[config.mk]
export PLATFORM = sky130hd
export DESIGN_NAME = can_tx_frame_serializer_flat
export DESIGN_NICKNAME = d
export VERILOG_FILES = /design/src/rtl/can_tx_frame_serializer_if.sv /design/src/rtl/can_tx_frame_serializer.sv /design/src/flat_wrapper.sv
export SDC_FILE = /design/constraint.sdc
export NUM_CORES = 1
export LEC_CHECK = 0
export ABC_AREA = 0
export CORE_ASPECT_RATIO = 1.75
export CORE_UTILIZATION = 50
export DETAILED_ROUTE_END_ITERATION = 10
export PLACE_DENSITY = 0.76
export SLEW_MARGIN = 15
export SYNTH_ARGS = -nofsm -noshare
export SYNTH_HDL_FRONTEND = slang
export SYNTH_SLANG_ARGS = --single-unit
[constraint.sdc]
create_clock -name clk -period 3.66 [get_ports clk]
set_input_delay 0.549 -clock clk [delete_from_list [all_inputs] [get_ports clk]]
set_output_delay 0.549 -clock clk [all_outputs]
set_load 0.02 [all_outputs]
[src/rtl/can_tx_frame_serializer_if.sv]
// Host-side request/status bundle for the CAN transmit frame serializer.
`timescale 1ns/1ps
interface can_tx_frame_serializer_if;
  logic        start;
  logic        ide;
  logic        rtr;
  logic [28:0] id;
  logic [3:0]  dlc;
  logic [63:0] data;
  logic        busy;
  logic        done;
  logic        arb_lost;
  logic        ack_err;
  logic [7:0]  frame_bits;

  modport master (
    output start, ide, rtr, id, dlc, data,
    input  busy, done, arb_lost, ack_err, frame_bits
  );

  modport slave (
    input  start, ide, rtr, id, dlc, data,
    output busy, done, arb_lost, ack_err, frame_bits
  );
endinterface

[src/rtl/can_tx_frame_serializer.sv]
// Serializes one CAN 2.0A/2.0B frame onto tx with CRC-15, bit stuffing,
// arbitration-loss detection and ACK-slot checking.
//
// state    | meaning
// IDLE     | line recessive, waiting for start
// SOF      | start-of-frame dominant bit
// ARB      | identifier (+SRR/IDE for extended) and RTR
// CTRL     | IDE/r1, r0, DLC
// DATA     | payload bits, MSB of byte 0 first
// CRC      | 15-bit CRC sequence
// CRC_DEL  | CRC delimiter
// ACK      | ACK slot, rx sampled for a dominant acknowledge
// ACK_DEL  | ACK delimiter
// EOF      | 7 recessive bits
// IFS      | 3 recessive intermission bits
`timescale 1ns/1ps
module can_tx_frame_serializer #(
  parameter int clk_speed_MHz      = 100,
  parameter int can_bit_rate_Kbits = 1000,
  parameter int SAMPLE_PT          = 75
) (
  input  logic                        clk,
  input  logic                        rst_n,
  can_tx_frame_serializer_if.slave    host,
  input  logic                        rx,
  output logic                        tx
);
  localparam int BIT_CLKS = clk_speed_MHz * 1000 / can_bit_rate_Kbits;
  localparam int BW = $clog2(BIT_CLKS);
  localparam logic [BW-1:0] BIT_LAST = BW'(BIT_CLKS - 1);
  localparam logic [BW-1:0] SMP      = BW'(SAMPLE_PT);

  localparam logic [3:0] S_IDLE    = 4'd0;
  localparam logic [3:0] S_SOF     = 4'd1;
  localparam logic [3:0] S_ARB     = 4'd2;
  localparam logic [3:0] S_CTRL    = 4'd3;
  localparam logic [3:0] S_DATA    = 4'd4;
  localparam logic [3:0] S_CRC     = 4'd5;
  localparam logic [3:0] S_CRC_DEL = 4'd6;
  localparam logic [3:0] S_ACK     = 4'd7;
  localparam logic [3:0] S_ACK_DEL = 4'd8;
  localparam logic [3:0] S_EOF     = 4'd9;
  localparam logic [3:0] S_IFS     = 4'd10;

  logic [3:0]    state, adv_state;
  logic [6:0]    fld_cnt, adv_cnt;
  logic [BW-1:0] bit_cnt;
  logic [2:0]    run_len;
  logic          stuff_now;
  logic [14:0]   crc, crc_upd, crc_nxt;
  logic          ide_q;
  logic [31:0]   arb_q;
  logic [3:0]    dlc_q;
  logic [63:0]   data_q;
  logic [6:0]    data_len_q;
  logic [5:0]    ctrl_bits;
  logic          tx_q, busy_q, done_q, arb_lost_q, ack_err_q;
  logic [7:0]    frame_bits_q;
  logic          bit_end, in_crc_region, need_stuff, nxt_bit;

  assign tx              = tx_q;
  assign host.busy       = busy_q;
  assign host.done       = done_q;
  assign host.arb_lost   = arb_lost_q;
  assign host.ack_err    = ack_err_q;
  assign host.frame_bits = frame_bits_q;

  always_comb begin
    bit_end       = (bit_cnt == BIT_LAST);
    in_crc_region = state inside {S_SOF, S_ARB, S_CTRL, S_DATA};
    crc_upd       = {crc[13:0], 1'b0} ^ ((tx_q ^ crc[14]) ? 15'h4599 : 15'h0000);
    crc_nxt       = (!stuff_now && in_crc_region) ? crc_upd : crc;
    // A stuff bit does not advance the field position; state/fld_cnt still name
    // the last unstuffed bit while it is on the line.
    need_stuff    = (in_crc_region || state == S_CRC) && !stuff_now && (run_len == 3'd5);
    ctrl_bits     = {2'b00, dlc_q};

    adv_state = state;
    adv_cnt   = fld_cnt + 7'd1;
    case (state)
      S_SOF: begin
        adv_state = S_ARB;
        adv_cnt   = 7'd0;
      end
      S_ARB:
        if (fld_cnt == (ide_q ? 7'd31 : 7'd11)) begin
          adv_state = S_CTRL;
          adv_cnt   = 7'd0;
        end
      S_CTRL:
        if (fld_cnt == 7'd5) begin
          adv_state = (data_len_q == 7'd0) ? S_CRC : S_DATA;
          adv_cnt   = 7'd0;
        end
      S_DATA:
        if (fld_cnt == data_len_q - 7'd1) begin
          adv_state = S_CRC;
          adv_cnt   = 7'd0;
        end
      S_CRC:
        if (fld_cnt == 7'd14) begin
          adv_state = S_CRC_DEL;
          adv_cnt   = 7'd0;
        end
      S_CRC_DEL: begin
        adv_state = S_ACK;
        adv_cnt   = 7'd0;
      end
      S_ACK: begin
        adv_state = S_ACK_DEL;
        adv_cnt   = 7'd0;
      end
      S_ACK_DEL: begin
        adv_state = S_EOF;
        adv_cnt   = 7'd0;
      end
      S_EOF:
        if (fld_cnt == 7'd6) begin
          adv_state = S_IFS;
          adv_cnt   = 7'd0;
        end
      S_IFS:
        if (fld_cnt == 7'd2) begin
          adv_state = S_IDLE;
          adv_cnt   = 7'd0;
        end
      default: begin
        adv_state = S_IDLE;
        adv_cnt   = 7'd0;
      end
    endcase

    case (adv_state)
      S_ARB:   nxt_bit = arb_q[5'd31 - adv_cnt[4:0]];
      S_CTRL:  nxt_bit = ctrl_bits[3'd5 - adv_cnt[2:0]];
      S_DATA:  nxt_bit = data_q[6'd63 - adv_cnt[5:0]];
      S_CRC:   nxt_bit = crc_nxt[4'd14 - adv_cnt[3:0]];
      default: nxt_bit = 1'b1;
    endcase
  end

  always_ff @(posedge clk or negedge rst_n) begin
    if (!rst_n) begin
      state        <= S_IDLE;
      fld_cnt      <= 7'd0;
      bit_cnt      <= '0;
      run_len      <= 3'd0;
      stuff_now    <= 1'b0;
      crc          <= 15'd0;
      ide_q        <= 1'b0;
      arb_q        <= 32'd0;
      dlc_q        <= 4'd0;
      data_q       <= 64'd0;
      data_len_q   <= 7'd0;
      tx_q         <= 1'b1;
      busy_q       <= 1'b0;
      done_q       <= 1'b0;
      arb_lost_q   <= 1'b0;
      ack_err_q    <= 1'b0;
      frame_bits_q <= 8'd0;
    end else begin
      done_q     <= 1'b0;
      arb_lost_q <= 1'b0;
      ack_err_q  <= 1'b0;
      if (state == S_IDLE) begin
        // done_q blocks a request landing in the completion cycle
        if (host.start && !done_q) begin
          ide_q        <= host.ide;
          arb_q        <= host.ide ? {host.id[28:18], 2'b11, host.id[17:0], host.rtr}
                                   : {host.id[10:0], host.rtr, 20'd0};
          dlc_q        <= host.dlc;
          data_q       <= host.data;
          data_len_q   <= host.rtr ? 7'd0 : ((host.dlc > 4'd8) ? 7'd64 : {host.dlc, 3'b000});
          state        <= S_SOF;
          fld_cnt      <= 7'd0;
          bit_cnt      <= '0;
          run_len      <= 3'd1;
          stuff_now    <= 1'b0;
          crc          <= 15'd0;
          tx_q         <= 1'b0;
          busy_q       <= 1'b1;
          frame_bits_q <= 8'd0;
        end
      end else if (bit_cnt == SMP && state == S_ARB && tx_q && !rx) begin
        arb_lost_q <= 1'b1;
        tx_q       <= 1'b1;
        busy_q     <= 1'b0;
        state      <= S_IDLE;
        bit_cnt    <= '0;
      end else begin
        if (bit_cnt == SMP && state == S_ACK && rx)
          ack_err_q <= 1'b1;
        if (!bit_end) begin
          bit_cnt <= bit_cnt + 1'b1;
        end else begin
          bit_cnt <= '0;
          crc     <= crc_nxt;
          if (!stuff_now)
            frame_bits_q <= frame_bits_q + 8'd1;
          if (need_stuff) begin
            tx_q      <= ~tx_q;
            stuff_now <= 1'b1;
            run_len   <= 3'd1;
          end else if (adv_state == S_IDLE) begin
            state  <= S_IDLE;
            busy_q <= 1'b0;
            done_q <= 1'b1;
            tx_q   <= 1'b1;
          end else begin
            state     <= adv_state;
            fld_cnt   <= adv_cnt;
            tx_q      <= nxt_bit;
            stuff_now <= 1'b0;
            if (nxt_bit != tx_q)
              run_len <= 3'd1;
            else if (run_len != 3'd7)
              run_len <= run_len + 3'd1;
          end
        end
      end
    end
  end
endmodule
[src/flat_wrapper.sv]
// flat-port wrapper written by rule: the top's interface ports become plain ports
module can_tx_frame_serializer_flat 
#(
  parameter int clk_speed_MHz      = 100,
  parameter int can_bit_rate_Kbits = 1000,
  parameter int SAMPLE_PT          = 75
)
  (clk, rst_n, rx, tx, host_start, host_ide, host_rtr, host_id, host_dlc, host_data, host_busy, host_done, host_arb_lost, host_ack_err, host_frame_bits);
  can_tx_frame_serializer_if host_i ();
  input  logic clk;
  input  logic rst_n;
  input  logic rx;
  output logic tx;
  input wire logic [$bits(host_i.start)-1:0] host_start;
  input wire logic [$bits(host_i.ide)-1:0] host_ide;
  input wire logic [$bits(host_i.rtr)-1:0] host_rtr;
  input wire logic [$bits(host_i.id)-1:0] host_id;
  input wire logic [$bits(host_i.dlc)-1:0] host_dlc;
  input wire logic [$bits(host_i.data)-1:0] host_data;
  output wire logic [$bits(host_i.busy)-1:0] host_busy;
  output wire logic [$bits(host_i.done)-1:0] host_done;
  output wire logic [$bits(host_i.arb_lost)-1:0] host_arb_lost;
  output wire logic [$bits(host_i.ack_err)-1:0] host_ack_err;
  output wire logic [$bits(host_i.frame_bits)-1:0] host_frame_bits;
  assign host_i.start = host_start;
  assign host_i.ide = host_ide;
  assign host_i.rtr = host_rtr;
  assign host_i.id = host_id;
  assign host_i.dlc = host_dlc;
  assign host_i.data = host_data;
  assign host_busy = host_i.busy;
  assign host_done = host_i.done;
  assign host_arb_lost = host_i.arb_lost;
  assign host_ack_err = host_i.ack_err;
  assign host_frame_bits = host_i.frame_bits;
  can_tx_frame_serializer #(.clk_speed_MHz(clk_speed_MHz), .can_bit_rate_Kbits(can_bit_rate_Kbits), .SAMPLE_PT(SAMPLE_PT)) u_core (.clk(clk), .rst_n(rst_n), .host(host_i), .rx(rx), .tx(tx));
endmodule
# Word level (Yosys, flattened, before mapping)
# Index checks and enable logic that the tools add are counted.
# Widths: inputs -> output; s select.
[op_classes]
n_addsub = 9
order_cmp = 5
n_reduce_logical = 30
mux = 89
bitwise_logic = 3
n_div = 0
multipliers = 0
shift = 0
eq_ne = 32
[op_table]
columns = ["op", "count"]
rows = [
  ["$mux 7", 17],
  ["$mux 15", 6],
  ["$mux 4", 12],
  ["$pmux 7 s6", 1],
  ["$mux 8", 5],
  ["$pmux 4 s10", 1],
  ["$mux 1", 32],
  ["$mux 32", 1],
  ["$eq 4x3->1 const B", 6],
  ["$mux 3", 8],
  ["$eq 4x2->1 const B", 4],
  ["$xor 15x15->15", 1],
  ["$add 7x1->7 const B", 2],
  ["$eq 7x3->1 const B", 2],
  ["$eq 7x7->1", 2],
  ["$eq 7x7->1 const B", 2],
  ["$eq 4x4->1 const B", 3],
  ["$reduce_and 4->1", 3],
  ["$reduce_and 5->1", 2],
  ["$logic_and 1x1->1", 9],
  ["$add 8x1->8 const B", 1],
  ["$logic_not 4->1", 2],
  ["$reduce_bool 4->1", 2],
  ["$eq 7x2->1 const B", 1],
  ["34 further kinds", 43],
]
[word_totals]
inputBits = 103
elab_cells = 185
romBits = 0
out_inout_bits = 13
ff_bits = 158
latchBits = 0
mem_count = 0
mem_bits_rw = 0

# Longest topological paths before layout
[logic_depth]
ltp_word = 15
depth_mapped = 16

# Worst setup path after synthesis
# OpenSTA, ideal clock, no wires.
[synth_path]
path_type = "reg-to-reg"
start = "register u_core.fld_cnt[0]"
end = "register u_core.run_len[2]"
setup_ps = 87
slack_ps = -284
arrival_ps = 3858
path_stages_with_launch = 16
required_time_ps = 3573
path_cell_list = "dfrtp_1 -> clkbuf_1 -> inv_1 -> ha_1 -> or4b_4 -> o31ai_4 -> o211a_4 -> a31oi_1 -> ha_1 -> xnor2_2 -> mux2_1 -> o221ai_1 -> a31o_2 -> a211oi_4 -> mux2_2 -> o211ai_1"
[synth_between]
elab_chain_len = 14
word_cells_on_any_way = 49
cone_classes = "add/sub (5); eq/ne (12); mux (29); reduce/logical (3)"
[synth_lines]
columns = ["item", "line_no", "text"]
rows = [
  ["start: declaration", "can_tx_frame_serializer.sv:46", "logic [6:0] fld_cnt, adv_cnt;"],
  ["start signal: assignment", "can_tx_frame_serializer.sv:211", "fld_cnt <= adv_cnt;"],
  ["$add 7x1->7, or another cell as far along", "can_tx_frame_serializer.sv:79", "adv_cnt = fld_cnt + 7'd1;"],
  ["$mux 7, or another cell as far along", "can_tx_frame_serializer.sv:123", "if (fld_cnt == 7'd2) begin"],
  ["$pmux 7 s6", "can_tx_frame_serializer.sv:80", "case (state)"],
  ["$sub 6x6->6, or another cell as far along", "can_tx_frame_serializer.sv:136", "S_DATA: nxt_bit = data_q[6'd63 - adv_cnt[5:0]];"],
  ["$bmux 1 s6, or another cell as far along", "can_tx_frame_serializer.sv:136", ""],
  ["$mux 1, on equally long branches", "--", ""],
  ["$pmux 1 s4", "can_tx_frame_serializer.sv:133", "case (adv_state)"],
  ["$ne 1x1->1", "can_tx_frame_serializer.sv:214", "if (nxt_bit != tx_q)"],
  ["$mux 3", "can_tx_frame_serializer.sv:214", ""],
  ["$mux 3", "can_tx_frame_serializer.sv:204", "end else if (adv_state == S_IDLE) begin"],
  ["$mux 3", "can_tx_frame_serializer.sv:200", "if (need_stuff) begin"],
  ["$mux 3", "can_tx_frame_serializer.sv:193", "if (!bit_end) begin"],
  ["$mux 3", "can_tx_frame_serializer.sv:184", "end else if (bit_cnt == SMP && state == S_ARB && tx_q && !rx) begin"],
  ["$mux 3", "can_tx_frame_serializer.sv:165", "if (state == S_IDLE) begin"],
  ["end signal: assignment", "can_tx_frame_serializer.sv:217", "run_len <= run_len + 3'd1;"],
  ["end: declaration", "can_tx_frame_serializer.sv:48", "logic [2:0] run_len;"],
]
# Parallel ways exist; a longest one is shown, timed or not. The select of a mux whose other input is x is not followed.
# A chain may end at the register's enable or synchronous reset.

# Worst setup path in the final report
# Ends and elaborated chain as after synthesis.

==> summary.md <==
| Metric | Value |
|---|---|
| Outcome | finished with violations |
| Failing checks | setup timing |
| Period Utilization, post-route | 1.01 |
| Buffers on Ports | 115 |
| Logic pwr share | 0.441 |
| Hold WS | 0.0482 ns |
| Clk_lat worst skew | 0.44 ns |
| Internal | 0.00510 W |
| Remaining DRCs | 0 |
| Crit path DAT | 4.00 ns |
| Initial core utilization | 0.516 |
| CTS clk-pin slew, worst paths | 0.06 ns |
| Gr usage total | 0.295 |
| Adder-Cell Fraction of Synth Area | 0.0170 |
| Crit. End Element | flop |
| Die Area | 18200 um^2 |
| Synthesis-to-layout area growth | 30.5% |
| CTS tree | done |
| RSZ-0062 raised after global routing | true |
| Wire per inst | 17.5 um |
| Post-synth EDFFs | 0 |
| Worst r2r src | u_core.fld_cnt[0]$_DFFE_PN0P_ |
| Synth top area share | 0.434 |
| Antenna Nets Post-Route | 0 |
| Xor/xnor cell area share of the yosys netlist | 0.0346 |
| Vias | 8329 |
| Leading area contributor after synthesis | dfrtp_1 |
| Initial antenna violation count | 0 |
| Largest net degree at the start of global routing | 84 |
| Clock Skew | 0.0137 ns |
| R2r endpoint | u_core.run_len[2]$_DFFE_PN0P_ |
| Initial DRC Count | 373 |
| Die width | 102 um |
| VDD IR-drop max | 0.428 mV |
| Max Root-Sink Buffers | 2 |
| Share of cells above drive strength 1 | 0.145 |
| Minimum clock period | 3.70 ns |
| Hold_buf cts | 0 |
| # IOs | 116 |
| Final Hold Fails | 0 |
| CTS Root Cell | clkbuf_16 |
| Most common cell after layout, fill and taps aside | nand2_1 |
| Hold Crit Class | in2async |
| LEAKAGE | 5.30 nW |
| DRT Pass-1 Iters | 6 |
| Ys async rst share | 1.00 |
| H-tree level count | 4 |
| FF-to-FF setup slack | -0.04 ns |
| Top FF cell, synth | dfrtp_1 |
| Largest family of logic cells by synthesized area | simple AND/OR/NAND/NOR gates |
| WL final | 25.2 mm |
| CP startpoint kind | flop |
| Worst slew margin | 0.305 |
| Seq pwr share | 0.330 |
| Total CTS buffers | 17 |
| Reg2reg path depth | 18 |
| Vias/cell | 5.80 |
| Simple-Gate Fraction of Synth Area | 0.280 |
| Cells after Synth | 1046 |
| CTS sink cnt | 154 |
| Compound-Gate Fraction of Synth Area | 0.137 |
| Worst Setup Path Type | reg2reg |
| Setup WS pre-CTS | -0.297 ns |
| Warnings from Yosys | 0 |
| Core area | 17100 um^2 |
| Peak Freq | 0.270 GHz |
| Clock share of power | 0.229 |
| Mux contribution to synthesized area | 0.0553 |
| Synthesized cell area | 8820 um^2 |
| Syn Nets | 1161 |
| Cell variety after synth | 82 |
| Max-Cap Viols | 0 |
| Seq cells post-synth | 154 |
| Final HPWL DP | 18.4 mm |
| Ant. Diodes | 0 |
| Register area share after synthesis | 0.437 |
| Total gr overflow | 0 |
| Mean Syn Cell Area | 8.44 um^2 |
| Nets@finish | 1314 |
| GPL Wtd Cong | 0.991 |
| Site row count | 63 |
| Crit-path max FO | 5 |
| Number of global-route vias before repair | 8366 |
| Net Sw Frac | 0.391 |
| Vert. Die Dim | 178 um |
| Global-route wire length before repair | 41.0 mm |
| Setup ws final | -0.0378 ns |
| Slew Viols, Final | 0 |
| Commonest non-fill, non-tap cells in the layout | nand2_1 (324), dfrtp_1 (152), clkdlybuf4s50_1 (114) |
| Cell Pwr Density | 728 nW/um^2 |
| Final setup vio count | 3 |
| Worst-margin pin slew | 1.04 ns |
| CP required | 3.97 ns |
| Switching Power | 0.00328 W |
| Synth top area cells | dfrtp_1 (43%), nand2_1 (14%), o21ai_0 (3.5%) |
-- critical path, stage by stage, from the launching register on --
cell      delay (ns)
dfrtp_1         0.39
buf_4           0.13
ha_1            0.15
nor4bb_2        0.38
o21ai_1         0.23
a21oi_2         0.22
buf_4           0.16
a31o_4          0.17
inv_4           0.05
ha_4            0.27
buf_4           0.13
inv_1           0.07
o2111a_1        0.13
o21ai_2         0.14
a41oi_2         0.18
a211oi_4        0.27
buf_6           0.16
mux2i_2         0.23
o211ai_1        0.12
-- worst max path at each step --
stage / startpoint / endpoint / slack, ns / cells after the start
after floorplan: u_core.fld_cnt[0]$_DFFE_PN0P_ / u_core.run_len[1]$_DFFE_PN0P_ / 0.02 / 14
after global placement: u_core.fld_cnt[0]$_DFFE_PN0P_ / u_core.run_len[1]$_DFFE_PN0P_ / -0.28 / 16
after detailed placement: u_core.fld_cnt[0]$_DFFE_PN0P_ / u_core.run_len[2]$_DFFE_PN0P_ / -0.30 / 16
after CTS: u_core.fld_cnt[0]$_DFFE_PN0P_ / u_core.run_len[2]$_DFFE_PN0P_ / -0.02 / 15
after global routing: u_core.fld_cnt[0]$_DFFE_PN0P_ / u_core.run_len[0]$_DFFE_PN0P_ / -0.20 / 17
final: u_core.fld_cnt[0]$_DFFE_PN0P_ / u_core.run_len[2]$_DFFE_PN0P_ / -0.04 / 18
-- synth_stat cells, drive strengths merged (6+ instances only) --
library cell	instances
nand2	326
dfrtp	153
o21ai	63
nand3	60
nor2	50
clkbuf	48
nor3	29
mux2i	24
buf	19
inv	19
a21oi	18
xor2	18
xnor2	16
ha	12
mux2	12
nand4	12
or3	12
nand2b	11
and3	9
nor2b	8
a211oi	7
o211ai	7
o22ai	7
a31oi	6
nor3b	6
o221ai	6
-- state kept, by name (all words and copies together), names as in the netlist, 3 cells and up --
| register | count |
|---|---|
| u_core.arb_q | 32 |
| u_core.bit_cnt | 7 |
| u_core.crc | 15 |
| u_core.data_len_q | 4 |
| u_core.data_q | 64 |
| u_core.dlc_q | 4 |
| u_core.fld_cnt | 7 |
| u_core.host.frame_bits | 8 |
| u_core.run_len | 3 |
| u_core.state | 4 |
-- power groups by stage --
stage / combinational (W) / clock [W] / sequential (W)
2_1_floorplan: 0.00232 / 0 / 0.00262
3_3_place_gp: 0.00342 / 0 / 0.00275
3_5_place_dp: 0.00348 / 0 / 0.00277
4_1_cts: 0.00363 / 0.00195 / 0.00274
5_1_grt: 0.00408 / 0.00202 / 0.00282
6_report: 0.00370 / 0.00192 / 0.00276
-- kinds of logic (layout without fill, tap and decap cells) --
family | after synthesis | count (layout)
flip-flops | 154 | 154
multiplexers | 41 | 41
AND/OR/NAND/NOR | 550 | 550
XOR/XNOR | 34 | 34
AO/OA/AOI/OAI | 169 | 169
adder cells (fa/ha/maj) | 12 | 12
buffers and inverters | 86 | 250
-- area by class of cell --
cell class	instances	area, um^2
fillers	1427	5590
multi-input cells	806	4810
flip-flops and latches	154	3860
repair buffers	201	1850
clock buffers	19	433
well taps	227	284
clock inverters	11	196
inverters	19	73.8
-- routing by layer --
metal | share of wire | track usage | routed length [um] | vias to the layer above
li1 | - | - | - | 3942
met1 | 0.37 | 0.330 | 9430 | 3997
met2 | 0.53 | 0.518 | 13400 | 290
met3 | 0.038 | 0.0445 | 944 | 100
met4 | 0.054 | 0.174 | 1360 | 0
met5 | 0 | 0 | 0 | -
-- through the flow --
stage	utilization	total power (W)	cell area (um^2)	TNS, ns	cells
CTS	0.668	0.00832	11400	-0.0206	1435
finish	0.673	0.00838	11500	-0.0760	1437
detailed placement	0.620	0.00625	10600	-1.03	1396
global placement	0.620	0.00617	10600	-0.998	1396
floorplan	-	0.00494	8850	0	1046
global route	0.673	0.00892	11500	-0.676	1437
-- what timing repair did --
action / in CTS / in global routing
buffers inserted: 9 / 2
gates resized for setup: 18 / 16
endpoints found under the setup margin: 4 / 4
pin swaps: 11 / 10
(Power assumes the default switching activity.)
